**src/rtl/seq_det_param.sv**
```systemverilog
// seq_det_param: serial detector for a runtime-loadable SEQ_LEN-bit pattern.
// Optional saturating detection counter built only with SEQ_DET_COUNT_EN.
module seq_det_param #(
   parameter int                 SEQ_LEN     = 4,
   parameter logic [SEQ_LEN-1:0] PATTERN_RST = 4'b1011,
   parameter int                 CNT_W       = 8
) (
   input  logic                       clk,
   input  logic                       reset_n,
   input  logic                       seq_in,
   input  logic                       in_valid,
   input  logic                       overlap_en,
   input  logic [SEQ_LEN-1:0]         pattern,
   input  logic                       pattern_load,
   input  logic                       count_clr,
   output logic                       detected,
   output logic [$clog2(SEQ_LEN+1)-1:0] match_len,
   output logic [CNT_W-1:0]           det_count
);

   localparam int              ML_W = $clog2(SEQ_LEN + 1);
   localparam logic [ML_W-1:0] FULL = ML_W'(SEQ_LEN);

   logic [SEQ_LEN-1:0] r_pat;
   logic [SEQ_LEN-1:0] r_hist;
   logic [ML_W-1:0]    r_fill;
   logic               r_det;

   logic [SEQ_LEN-1:0] w_hist_nxt;
   logic [ML_W-1:0]    w_fill_nxt;
   logic               w_accept;
   logic               w_hit;
   logic [ML_W-1:0]    w_len;
   logic               w_ok;

   assign w_accept   = in_valid & ~pattern_load;
   assign w_hist_nxt = {r_hist[SEQ_LEN-2:0], seq_in};
   assign w_fill_nxt = (r_fill == FULL) ? FULL : r_fill + 1'b1;
   assign w_hit      = w_accept && (w_fill_nxt == FULL)
                       && (w_hist_nxt == r_pat);

   // Pattern, history and pulse registers; load wins over a data bit.
   always_ff @(posedge clk or negedge reset_n) begin
      if (!reset_n) begin
         r_pat  <= PATTERN_RST;
         r_hist <= '0;
         r_fill <= '0;
         r_det  <= 1'b0;
      end else if (pattern_load) begin
         r_pat  <= pattern;
         r_hist <= '0;
         r_fill <= '0;
         r_det  <= 1'b0;
      end else if (in_valid) begin
         r_hist <= w_hist_nxt;
         r_fill <= (w_hit && !overlap_en) ? '0 : w_fill_nxt;
         r_det  <= w_hit;
      end else begin
         r_det  <= 1'b0;
      end
   end

   // Longest pattern prefix that ends the valid part of the history.
   always_comb begin
      w_len = '0;
      w_ok  = 1'b0;
      for (int k = 1; k <= SEQ_LEN; k++) begin
         w_ok = (ML_W'(k) <= r_fill);
         for (int j = 0; j < k; j++) begin
            if (r_hist[j] != r_pat[SEQ_LEN-k+j]) w_ok = 1'b0;
         end
         if (w_ok) w_len = ML_W'(k);
      end
   end

   assign detected  = r_det;
   assign match_len = w_len;

`ifdef SEQ_DET_COUNT_EN
   logic [CNT_W-1:0] r_cnt;

   // Saturating match counter; a clear beats a simultaneous match.
   always_ff @(posedge clk or negedge reset_n) begin
      if (!reset_n) begin
         r_cnt <= '0;
      end else if (count_clr) begin
         r_cnt <= '0;
      end else if (w_hit && (r_cnt != '1)) begin
         r_cnt <= r_cnt + 1'b1;
      end
   end

   assign det_count = r_cnt;
`else
   logic w_unused_clr;

   assign w_unused_clr = count_clr;
   assign det_count    = '0;
`endif

endmodule

```
**config.mk**
```make
export PLATFORM = sky130hd
export DESIGN_NAME = seq_det_param
export DESIGN_NICKNAME = d
export VERILOG_FILES = /design/src/rtl/seq_det_param.sv
export SDC_FILE = /design/constraint.sdc
export NUM_CORES = 1
export LEC_CHECK = 0
export CELL_PAD_IN_SITES_DETAIL_PLACEMENT = 1
export CELL_PAD_IN_SITES_GLOBAL_PLACEMENT = 1
export CORE_MARGIN = 1.5
export CORE_UTILIZATION = 30
export CTS_CLUSTER_SIZE = 8
export DETAILED_ROUTE_END_ITERATION = 7
export PLACE_DENSITY = 0.75
export SLEW_MARGIN = 20
export SYNTH_ARGS = -nofsm -noshare
export SYNTH_HDL_FRONTEND = slang
export SYNTH_SLANG_ARGS = --single-unit
```
**constraint.sdc**
```tcl
create_clock -name clk -period 1.8 [get_ports clk]
set_input_delay 0.18 -clock clk [delete_from_list [all_inputs] [get_ports clk]]
set_output_delay 0.18 -clock clk [all_outputs]
set_load 0.005 [all_outputs]
```
==> reports/results.ini, run 1 <==
[outcome]
status=finished with violations
violations=negative setup slack

[floorplanning]
die_area_mm2=0.003045
core_mm2=0.002522
io_pins=23
rows=18
die_x_um=55.19
die_h_um=55.19
start_util=0.3239

[clocking]
hold_buffers=0
root_buffer=clkbuf_4
h-tree-depth=1
clock_path_buffers=2
cts_tree=yes
cts_sinks=12
clk_pin_slew_ns=0.08
clk_latency_ns=0.27
numCtsBuffers=3

[critical_path]
endpoint_kind=output port
reg2reg_depth=7
path_class=flip-flop to output port
crit_required_ns=1.62
r2r_setup_slack_ns=0.07
arrival_ns=1.71
start_kind=flip-flop
r2r_end=r_fill[2]
cp_max_fo=2
r2r_start=r_fill[0]

[synth]
seq_area_frac_synth=0.3721
synth_seq_cells=12
synth_top_family_by_area=buffers and inverters
synth_compound_area_frac=0.06738
synth_area_per_cell_um2=10.47
synth_fa_ha_area_frac=0.04594
synthSimpleGateAreaFrac=0.1194
synth_warnings=0
synth_area_um2=817.0
synthDistinctLibCells=31
synthMuxAreaShare=0.1286
syn_inst=78
synth_xor_area_frac=0.1271

[power_and_ir_drop]
p_leak_uw=0.0005019
power_frac_comb=0.277
clkPwrFrac=0.297
pwr-share-seq=0.426
vdd_drop_max_mv=0.3511
power_density_mw_per_mm2=658.0
swShare=0.2765
power.total_uw=727.0
switchingPower_uw=201.0
p_int_uw=526.0

[global_route]
grt_pass1_vias=713
grt_pass1_wl_mm=3.180
antenna_found_initial=0
overflow=0
grt_usage=0.1515
grt_max_degree=14

[sta]
report.final.slew_viol_count=0
hold_violations=0
finalCritPeriodShare=1.052
worst_hold_slack_ns=0.2617
maxSlewHeadroom=0.6275
rsz0062_at_grt=yes
skew_ns=0.003881
setup_viol=2
worst_slew_pin_slew_ns=0.5570
fmax_mhz=527.9
setup_slack_ns=-0.09421
period_minus_slack_ns=1.894

[layout]
final_cell_mix=buf_4, clkdlybuf4s50_1, conb_1, dfrtp_1, nor2_1
antenna_cells=0
drive_gt1_frac=0.3846
areaGrowthSynthToFinish_pct=35.22
nFillCells=299
seqCellArea_um2=305.3
nets=119
layout_commonest_cell=buf_4
multi_input_comb_area_um2=464.2

[routing]
topRoutingLayerUsed=met3
ant_nets=0
via_count=626
routed_wirelength_mm=1.863
drtIter0Drc=4
wl_met1_um=811
wl_met2_um=967
viasPerCell=4.672
dr.pass1.iters=2
route.met3.wl_um=84
routedWlPerCell_um=13.90
route.detailed.drc=0

[hold_path]
worstHoldPathType=input port to async pin

[placement]
dpl.hpwl_mm=1.404
portBuffers=13
place_congestion=0.7863

[job]
drv_cap=0

## how the worst max path moves through the flow
stage / depth (start not counted) / slack, ns / to / from
4_1_cts: 6 / -0.06 / match_len[0] / r_pat[0]
3_3_place_gp: 7 / -0.15 / match_len[1] / r_fill[0]
2_1_floorplan: 5 / 0.21 / r_fill[2] / r_fill[0]
6_report: 7 / -0.09 / match_len[0] / r_fill[0]
5_1_grt: 7 / -0.22 / match_len[0] / r_fill[0]
3_5_place_dp: 7 / -0.18 / match_len[1] / r_fill[1]
## logic make-up (layout without fill, tap and decap cells)
group                      Yosys count  after routing
muxes                               10             10
buffers and inverters               16             35
DFF                                 12             12
adders and majority gates            3              3
other                                1              8
xor gates and xnor gates            11             11
AOI/OAI and AO/OA                    8              8
and+or+nand+nor                     17             17
## power groups by stage
stage	clock network (uW)	logic, uW	registers, uW
after detailed placement	0	159	319
after global routing	240	223	312
after CTS	225	197	309
after global placement	0	151	317
final	216	201	310
after floorplan	0	111	310
## state kept, by name, summed over array words and instances, names as in the netlist
| name | flops |
|---|---|
| r_hist | 4 |
| r_pat | 4 |
| detected | 1 |
| r_fill | 3 |
## layer usage
metal | global-route usage | vias up
li1 | - | 303
met2 | 0.2877 | 21
met3 | 0.02419 | 0
met4 | 0.04878 | 0
met1 | 0.1703 | 302
met5 | 0 | -
## stage by stage
step | setup TNS [ns] | utilization | area [um2] | std cells | setup WS [ns]
after floorplan | 0 | - | 843.3 | 85 | 0.2102
after global placement | -0.4248 | 0.3839 | 968.4 | 122 | -0.1466
after detailed placement | -0.5165 | 0.3839 | 968.4 | 122 | -0.1831
after CTS | -0.1432 | 0.4365 | 1101 | 134 | -0.05730
after global routing | -0.4129 | 0.4380 | 1105 | 134 | -0.2186
final | -0.1491 | 0.4380 | 1105 | 134 | -0.09421
## cell usage after synthesis
library cell / n / area share
dfrtp_1: 9 / 0.28
buf_4: 9 / 0.083
buf_1: 1 / 0.0046
nor2_1: 7 / 0.032
buf_2: 1 / 0.0061
nand3_1: 1 / 0.0061
or4_1: 1 / 0.0092
nor4_1: 1 / 0.0077
and3_1: 1 / 0.0077
clkbuf_1: 1 / 0.0046
dfstp_2: 3 / 0.096
xor2_1: 4 / 0.043
nor3_2: 1 / 0.012
a21oi_1: 3 / 0.018
nand4_1: 1 / 0.0077
a21o_1: 1 / 0.0092
o211ai_1: 2 / 0.018
o32ai_1: 1 / 0.011
xnor2_1: 6 / 0.064
o311ai_0: 1 / 0.011
conb_1: 1 / 0.0046
nand3b_1: 1 / 0.0092
nor3_1: 1 / 0.0061
nand2b_1: 1 / 0.0077
mux2_2: 4 / 0.055
or4_4: 1 / 0.014
inv_1: 2 / 0.0092
buf_6: 2 / 0.028
mux2i_1: 6 / 0.074
xnor2_2: 1 / 0.020
ha_1: 3 / 0.046
## what timing repair did
item / in CTS / in global routing
setup endpoints to repair: 3 / 4
buffers inserted: 9 / 0
resized for setup: 22 / 3
hold endpoints to repair: 0 / 0
pin swaps: 7 / 2
## critical path: stages, from the launching register on
cell      delay, ns
dfrtp_1        0.41
buf_6          0.13
buf_6          0.11
a21o_1         0.16
o211ai_1       0.23
o311ai_2       0.15
a21oi_2        0.13
buf_2          0.12
## layout make-up
cell class / instances / area share
Clock buffer: 4 / 0.03284
Sequential cell: 12 / 0.2763
Tap cell: 30 / 0.03398
Timing Repair Buffer: 29 / 0.2299
Multi-Input combinational cell: 57 / 0.4202
Inverter: 2 / 0.006795
No activity file was read; power rests on OpenSTA's default activity.
==> run 2: changes to the inputs <==
--- a/config.mk
+++ b/config.mk
@@ -11,7 +11,7 @@
 export CORE_UTILIZATION = 30
 export CTS_CLUSTER_SIZE = 8
 export DETAILED_ROUTE_END_ITERATION = 7
-export PLACE_DENSITY = 0.75
+export PLACE_DENSITY = 0.77
 export SLEW_MARGIN = 20
 export SYNTH_ARGS = -nofsm -noshare
 export SYNTH_HDL_FRONTEND = slang
==> constraint.sdc (replaced) <==
create_clock -name clk -period 1.7 [get_ports clk]
set_input_delay 0.17 -clock clk [delete_from_list [all_inputs] [get_ports clk]]
set_output_delay 0.17 -clock clk [all_outputs]
set_load 0.005 [all_outputs]
==> run 2 against run 1 <==
Against the previous run:
- the run still ends with negative setup slack left
- design area is 7.4% higher
- highest routed layer is now met4
- final cell count increased by 3.0%
- non-clock buffer count grew 4
- via count rose by 3.4%
- combinational power is 20% higher
- global-route usage is 0.64 points higher
- sequential power grew 8.7%
- first-iteration DRC count up 25%
- hold slack got worse by 0.020 ns
- count of clock-buffer cells in the layout unchanged
- wire length grew 6.1%
==> reports/results.ini, run 2 (synthesis gave the netlist of run 1 again) <==
[outcome]
status=finished with violations  ; unchanged
violations=negative setup slack  ; unchanged

[power_and_ir_drop]
swShare=0.2996  ; was 0.2765
power.total_uw=772.8  ; was 727.0 uW
switchingPower_uw=231.5  ; was 201.0 uW
p_int_uw=541.2  ; was 526.0 uW
vdd_drop_max_mv=0.4025  ; was 0.3511 mV
pwr-share-seq=0.436  ; was 0.426
p_leak_uw=0.0005433  ; was 0.0005019 uW
power_frac_comb=0.313  ; was 0.277
clkPwrFrac=0.251  ; was 0.297
power_density_mw_per_mm2=651.5  ; was 658.0 mW/mm2

[sta]
rsz0062_at_grt=yes  ; unchanged
report.final.slew_viol_count=0  ; unchanged
period_minus_slack_ns=1.829
setup_slack_ns=-0.1295  ; was -0.09421 ns
setup_viol=3  ; was 2
finalCritPeriodShare=1.076
hold_violations=0  ; unchanged
worst_hold_slack_ns=0.2416  ; was 0.2617 ns
fmax_mhz=546.6
skew_ns=0.003969  ; was 0.003881 ns
maxSlewHeadroom=0.6244  ; was 0.6275
worst_slew_pin_slew_ns=0.5616  ; was 0.5570 ns

[critical_path]
start_kind=flip-flop  ; unchanged
arrival_ns=1.66  ; was 1.71 ns
cp_max_fo=4  ; was 2
crit_required_ns=1.53  ; was 1.62 ns
r2r_setup_slack_ns=0.03  ; was 0.07 ns
r2r_start=r_fill[1]  ; was r_fill[0]
path_class=flip-flop to output port  ; unchanged
reg2reg_depth=7  ; unchanged
r2r_end=r_fill[2]  ; unchanged
endpoint_kind=output port  ; unchanged

[routing]
routed_wirelength_mm=1.976  ; was 1.863 mm
viasPerCell=4.688  ; was 4.672
ant_nets=0  ; unchanged
route.detailed.drc=0  ; unchanged
drtIter0Drc=5  ; was 4
via_count=647  ; was 626
routedWlPerCell_um=14.32  ; was 13.90 um
dr.pass1.iters=4  ; was 2

[floorplanning]
die_h_um=55.19  ; unchanged
die_x_um=55.19  ; unchanged
die_area_mm2=0.003045  ; unchanged
rows=18  ; unchanged
io_pins=23  ; unchanged
start_util=0.3239  ; unchanged
core_mm2=0.002522  ; unchanged

[layout]
multi_input_comb_area_um2=526.8  ; was 464.2 um2
largestRegisters=r_hist: 4 flops, r_pat: 4 flops, r_fill: 3 flops  ; unchanged
layout_commonest_cell=buf_4  ; unchanged
final_core_util=0.4702  ; was 0.4380
final_cell_area_mm2=0.001186  ; was 0.001105 mm2
final_cell_mix=buf_4, clkdlybuf4s50_1, conb_1  ; was buf_4, clkdlybuf4s50_1, conb_1, dfrtp_1, nor2_1
nFillCells=290  ; was 299
antenna_cells=0  ; unchanged
drive_gt1_frac=0.5000  ; was 0.3846
seqCellArea_um2=307.8  ; was 305.3 um2
areaGrowthSynthToFinish_pct=45.18  ; was 35.22%
nets=123  ; was 119

[clocking]
numCtsBuffers=3  ; unchanged
root_buffer=clkbuf_4  ; unchanged
cts_sinks=12  ; unchanged
clock_path_buffers=2  ; unchanged
clk_pin_slew_ns=0.08  ; about the same
h-tree-depth=1  ; unchanged
clk_latency_ns=0.29  ; was 0.27 ns
cts_tree=yes  ; unchanged
hold_buffers=0  ; unchanged

[placement]
pre_cts_ws_ns=-0.1974  ; was -0.1831 ns
dpl_cell_area_um2=983.4  ; was 968.4 um2
place_congestion=0.7467  ; was 0.7863
portBuffers=13  ; unchanged
dpl.hpwl_mm=1.481  ; was 1.404 mm

[global_route]
grt_usage=0.1579  ; was 0.1515
overflow=0  ; unchanged
grt_pass1_wl_mm=3.236  ; was 3.180 mm
antenna_found_initial=0  ; unchanged
grt_pass1_vias=682  ; was 713
grt_max_degree=13  ; was 14

[job]
drv_cap=0  ; unchanged

[hold_path]
worstHoldPathType=input port to async pin  ; unchanged

==> run 2: repair_timing <==
action | CTS | global route
buffers inserted | 9 | 1
pin swaps | 11 | 4
endpoints found under the hold margin | 0 | 0
resized for setup | 26 | 13
endpoints found under the setup margin | 4 | 5
==> run 2: through the flow <==
stage,cells,TNS [ns]
after global routing,138,-0.6756
after CTS,137,-0.3734
after detailed placement,124,-0.5459
after global placement,124,-0.3668
final,138,-0.3181
after floorplan,85,0
==> run 2: how the worst max path moves through the flow <==
| stage | start | endpoint | slack (ns) | cells past startpoint |
|---|---|---|---|---|
| 6_report | r_fill[1] | match_len[0] | -0.13 | 6 |
| 5_1_grt | r_pat[0] | match_len[0] | -0.24 | 6 |
| 4_1_cts | r_hist[0] | match_len[0] | -0.14 | 6 |
| 3_5_place_dp | r_fill[0] | match_len[0] | -0.20 | 6 |
| 3_3_place_gp | r_fill[0] | match_len[0] | -0.16 | 6 |
| 2_1_floorplan | r_fill[0] | r_fill[2] | 0.11 | 5 |
==> run 2: final cells by class <==
cell class / count / share of cell area
multi-input combinational: 57 / 0.4441
sequential: 12 / 0.2595
timing repair buffer: 33 / 0.2363
tap: 30 / 0.03165
clock buffer: 4 / 0.02215
inverter: 2 / 0.006329
==> run 2: worst max-delay path, stage by stage (launching register included) <==
cell and delay, ns:
dfrtp_1 0.44, buf_6 0.14, a21o_1 0.16, o211ai_1 0.23
o311ai_1 0.16, a21oi_2 0.13, buf_2 0.11
==> run 2: routing by layer <==
layer | GRT usage | vias to the layer above | wire length [um]
met2 | 0.2937 | 19 | 1056
li1 | - | 308 | -
met4 | 0.06098 | 0 | 26
met5 | 0 | - | 0
met1 | 0.1792 | 318 | 814
met3 | 0.02419 | 2 | 78
==> run 2: power by group through the flow <==
stage / Sequential (uW) / Combinational (uW) / Clock [uW]
4_1_cts: 333 / 213 / 197
3_5_place_dp: 338 / 173 / 0
6_report: 337 / 242 / 194
5_1_grt: 339 / 263 / 211
2_1_floorplan: 329 / 118 / 0
3_3_place_gp: 335 / 162 / 0
==> run 3: changes to the inputs <==
--- a/config.mk
+++ b/config.mk
@@ -5,6 +5,7 @@
 export SDC_FILE = /design/constraint.sdc
 export NUM_CORES = 1
 export LEC_CHECK = 0
+export CAP_MARGIN = 20
 export CELL_PAD_IN_SITES_DETAIL_PLACEMENT = 1
 export CELL_PAD_IN_SITES_GLOBAL_PLACEMENT = 1
 export CORE_MARGIN = 1.5
@@ -12,6 +13,7 @@
 export CTS_CLUSTER_SIZE = 8
 export DETAILED_ROUTE_END_ITERATION = 7
 export PLACE_DENSITY = 0.77
+export RECOVER_POWER = 25
 export SLEW_MARGIN = 20
 export SYNTH_ARGS = -nofsm -noshare
 export SYNTH_HDL_FRONTEND = slang
==> run 3 against run 2 <==
Against the previous run:
- the run still ends with negative setup slack left
- count of clock-buffer cells in the layout stayed put
- final cell count unchanged
- global-route usage unchanged
- register-to-register slack is essentially flat
- hold slack improved by 0.070 ns
- critical path type unchanged
- critical endpoint unchanged
- largest power group unchanged
==> reports/results.ini, run 3 (synthesis gave the netlist of run 1 again) <==
[routing]
routedWlPerCell_um=14.31  ; was 14.32 um
routed_wirelength_mm=1.975  ; was 1.976 mm
viasPerCell=4.688  ; unchanged
dr.pass1.iters=4  ; unchanged
via_count=647  ; unchanged
route.detailed.drc=0  ; unchanged
drtIter0Drc=5  ; unchanged
ant_nets=0  ; unchanged

[sta]
maxSlewHeadroom=0.6208  ; was 0.6244
worst_hold_slack_ns=0.3117  ; was 0.2416 ns
report.final.slew_viol_count=0  ; unchanged
finalCritPeriodShare=1.076  ; unchanged
setup_viol=3  ; unchanged
fmax_mhz=546.6  ; unchanged
skew_ns=0.003969  ; unchanged
worst_slew_pin_slew_ns=0.5669  ; was 0.5616 ns
rsz0062_at_grt=yes  ; unchanged
hold_violations=0  ; unchanged
setup_slack_ns=-0.1295  ; unchanged
period_minus_slack_ns=1.829  ; unchanged

[power_and_ir_drop]
switchingPower_uw=231.5  ; unchanged
clkPwrFrac=0.251  ; about the same
pwr-share-seq=0.436  ; about the same
vdd_drop_max_mv=0.4006  ; was 0.4025 mV
power_frac_comb=0.313  ; about the same
swShare=0.2998  ; was 0.2996
p_leak_uw=0.0005435  ; was 0.0005433 uW
p_int_uw=540.8  ; was 541.2 uW
power_density_mw_per_mm2=651.1  ; was 651.5 mW/mm2

[placement]
dpl_cell_area_um2=983.4  ; unchanged
place_congestion=0.7467  ; unchanged
portBuffers=13  ; unchanged
dpl.hpwl_mm=1.481  ; unchanged

[layout]
largestRegisters=r_hist: 4 flops, r_pat: 4 flops, r_fill: 3 flops  ; unchanged
antenna_cells=0  ; unchanged
nFillCells=290  ; unchanged
final_core_util=0.4702  ; unchanged
drive_gt1_frac=0.5000  ; unchanged
nets=123  ; unchanged
final_cell_mix=buf_4, clkdlybuf4s50_1, conb_1  ; unchanged
areaGrowthSynthToFinish_pct=45.18  ; unchanged
layout_commonest_cell=buf_4  ; unchanged
final_cell_area_mm2=0.001186  ; unchanged

[critical_path]
path_class=flip-flop to output port  ; unchanged
cp_max_fo=4  ; unchanged
reg2reg_depth=7  ; unchanged
r2r_setup_slack_ns=0.03  ; about the same
crit_required_ns=1.53  ; about the same
r2r_end=r_fill[2]  ; unchanged
start_kind=flip-flop  ; unchanged
arrival_ns=1.66  ; about the same
endpoint=match_len[0]  ; unchanged
endpoint_kind=output port  ; unchanged
r2r_start=r_fill[1]  ; unchanged
crit_start=r_fill[1]  ; unchanged

[global_route]
grt_usage=0.1579  ; unchanged
grt_max_degree=13  ; unchanged
grt_pass1_vias=682  ; unchanged
antenna_found_initial=0  ; unchanged
grt_pass1_wl_mm=3.236  ; unchanged
overflow=0  ; unchanged

[clocking]
h-tree-depth=1  ; unchanged
cts_tree=yes  ; unchanged
clk_pin_slew_ns=0.08  ; about the same
clock_path_buffers=2  ; unchanged
root_buffer=clkbuf_4  ; unchanged
clk_latency_ns=0.29  ; about the same
hold_buffers=0  ; unchanged
cts_sinks=12  ; unchanged
numCtsBuffers=3  ; unchanged

[hold_path]
worstHoldPathType=input port to async pin  ; unchanged

[floorplanning]
die_x_um=55.19  ; unchanged
rows=18  ; unchanged
io_pins=23  ; unchanged
die_area_mm2=0.003045  ; unchanged
start_util=0.3239  ; unchanged
die_h_um=55.19  ; unchanged
core_mm2=0.002522  ; unchanged

[job]
drv_cap=0  ; unchanged

[outcome]
status=finished with violations  ; unchanged
violations=negative setup slack  ; unchanged

==> run 3: cell type report <==
class                      count  area, um2  area share
tap                           30      37.54     0.03165
timing repair buffer          33      280.3      0.2363
multi-input combinational     57      526.8      0.4441
sequential                    12      307.8      0.2595
clock buffer                   4      26.28     0.02215
inverter                       2      7.507    0.006329
==> run 3: per-stage QoR <==
stage	instances	TNS, ns	setup WS (ns)	total power, uW
2_1_floorplan	85	0	0.1102	446.1
3_5_place_dp	124	-0.5459	-0.1974	510.4
5_1_grt	138	-0.6756	-0.2429	812.9
3_3_place_gp	124	-0.3668	-0.1592	497.7
4_1_cts	137	-0.3734	-0.1357	743.0
6_report	138	-0.3181	-0.1295	772.3
==> run 3: power groups by stage <==
stage / Clock [uW] / Sequential [uW] / Combinational (uW)
finish: 194 / 337 / 242
global route: 211 / 339 / 263
CTS: 197 / 333 / 213
detailed placement: 0 / 338 / 173
global placement: 0 / 335 / 162
floorplan: 0 / 329 / 118
==> run 3: worst min path at each step <==
stage | from | slack [ns] | cells past startpoint | to
after floorplan | reset_n | -0.13 | 0 | detected
after global placement | r_hist[3] | 0.52 | 2 | r_hist[3]
after detailed placement | reset_n | 0.56 | 1 | r_pat[2]
after CTS | reset_n | 0.26 | 1 | detected
after global routing | reset_n | 0.35 | 1 | detected
final | reset_n | 0.31 | 1 | detected
==> run 3: critical path, stage by stage (launching register included) <==
cell and delay (ns):
dfrtp_1 0.44, buf_6 0.14, a21o_1 0.16, o211ai_1 0.23, o311ai_1 0.16, a21oi_2 0.13
buf_2 0.11
==> run 3: what timing repair did <==
| item | CTS | global route |
|---|---|---|
| gates resized for setup | 26 | 13 |
| gates cloned | 0 | 0 |
| buffers inserted | 9 | 1 |
| endpoints found under the setup margin | 4 | 5 |
| pin swaps | 11 | 4 |
==> run 3: metal layers <==
layer | vias to the layer above | wire [um] | GRT usage
met5 | - | 0 | 0
met3 | 2 | 78 | 0.02419
met2 | 19 | 1056 | 0.2937
met4 | 0 | 26 | 0.06098
met1 | 318 | 814 | 0.1792
li1 | 308 | - | -
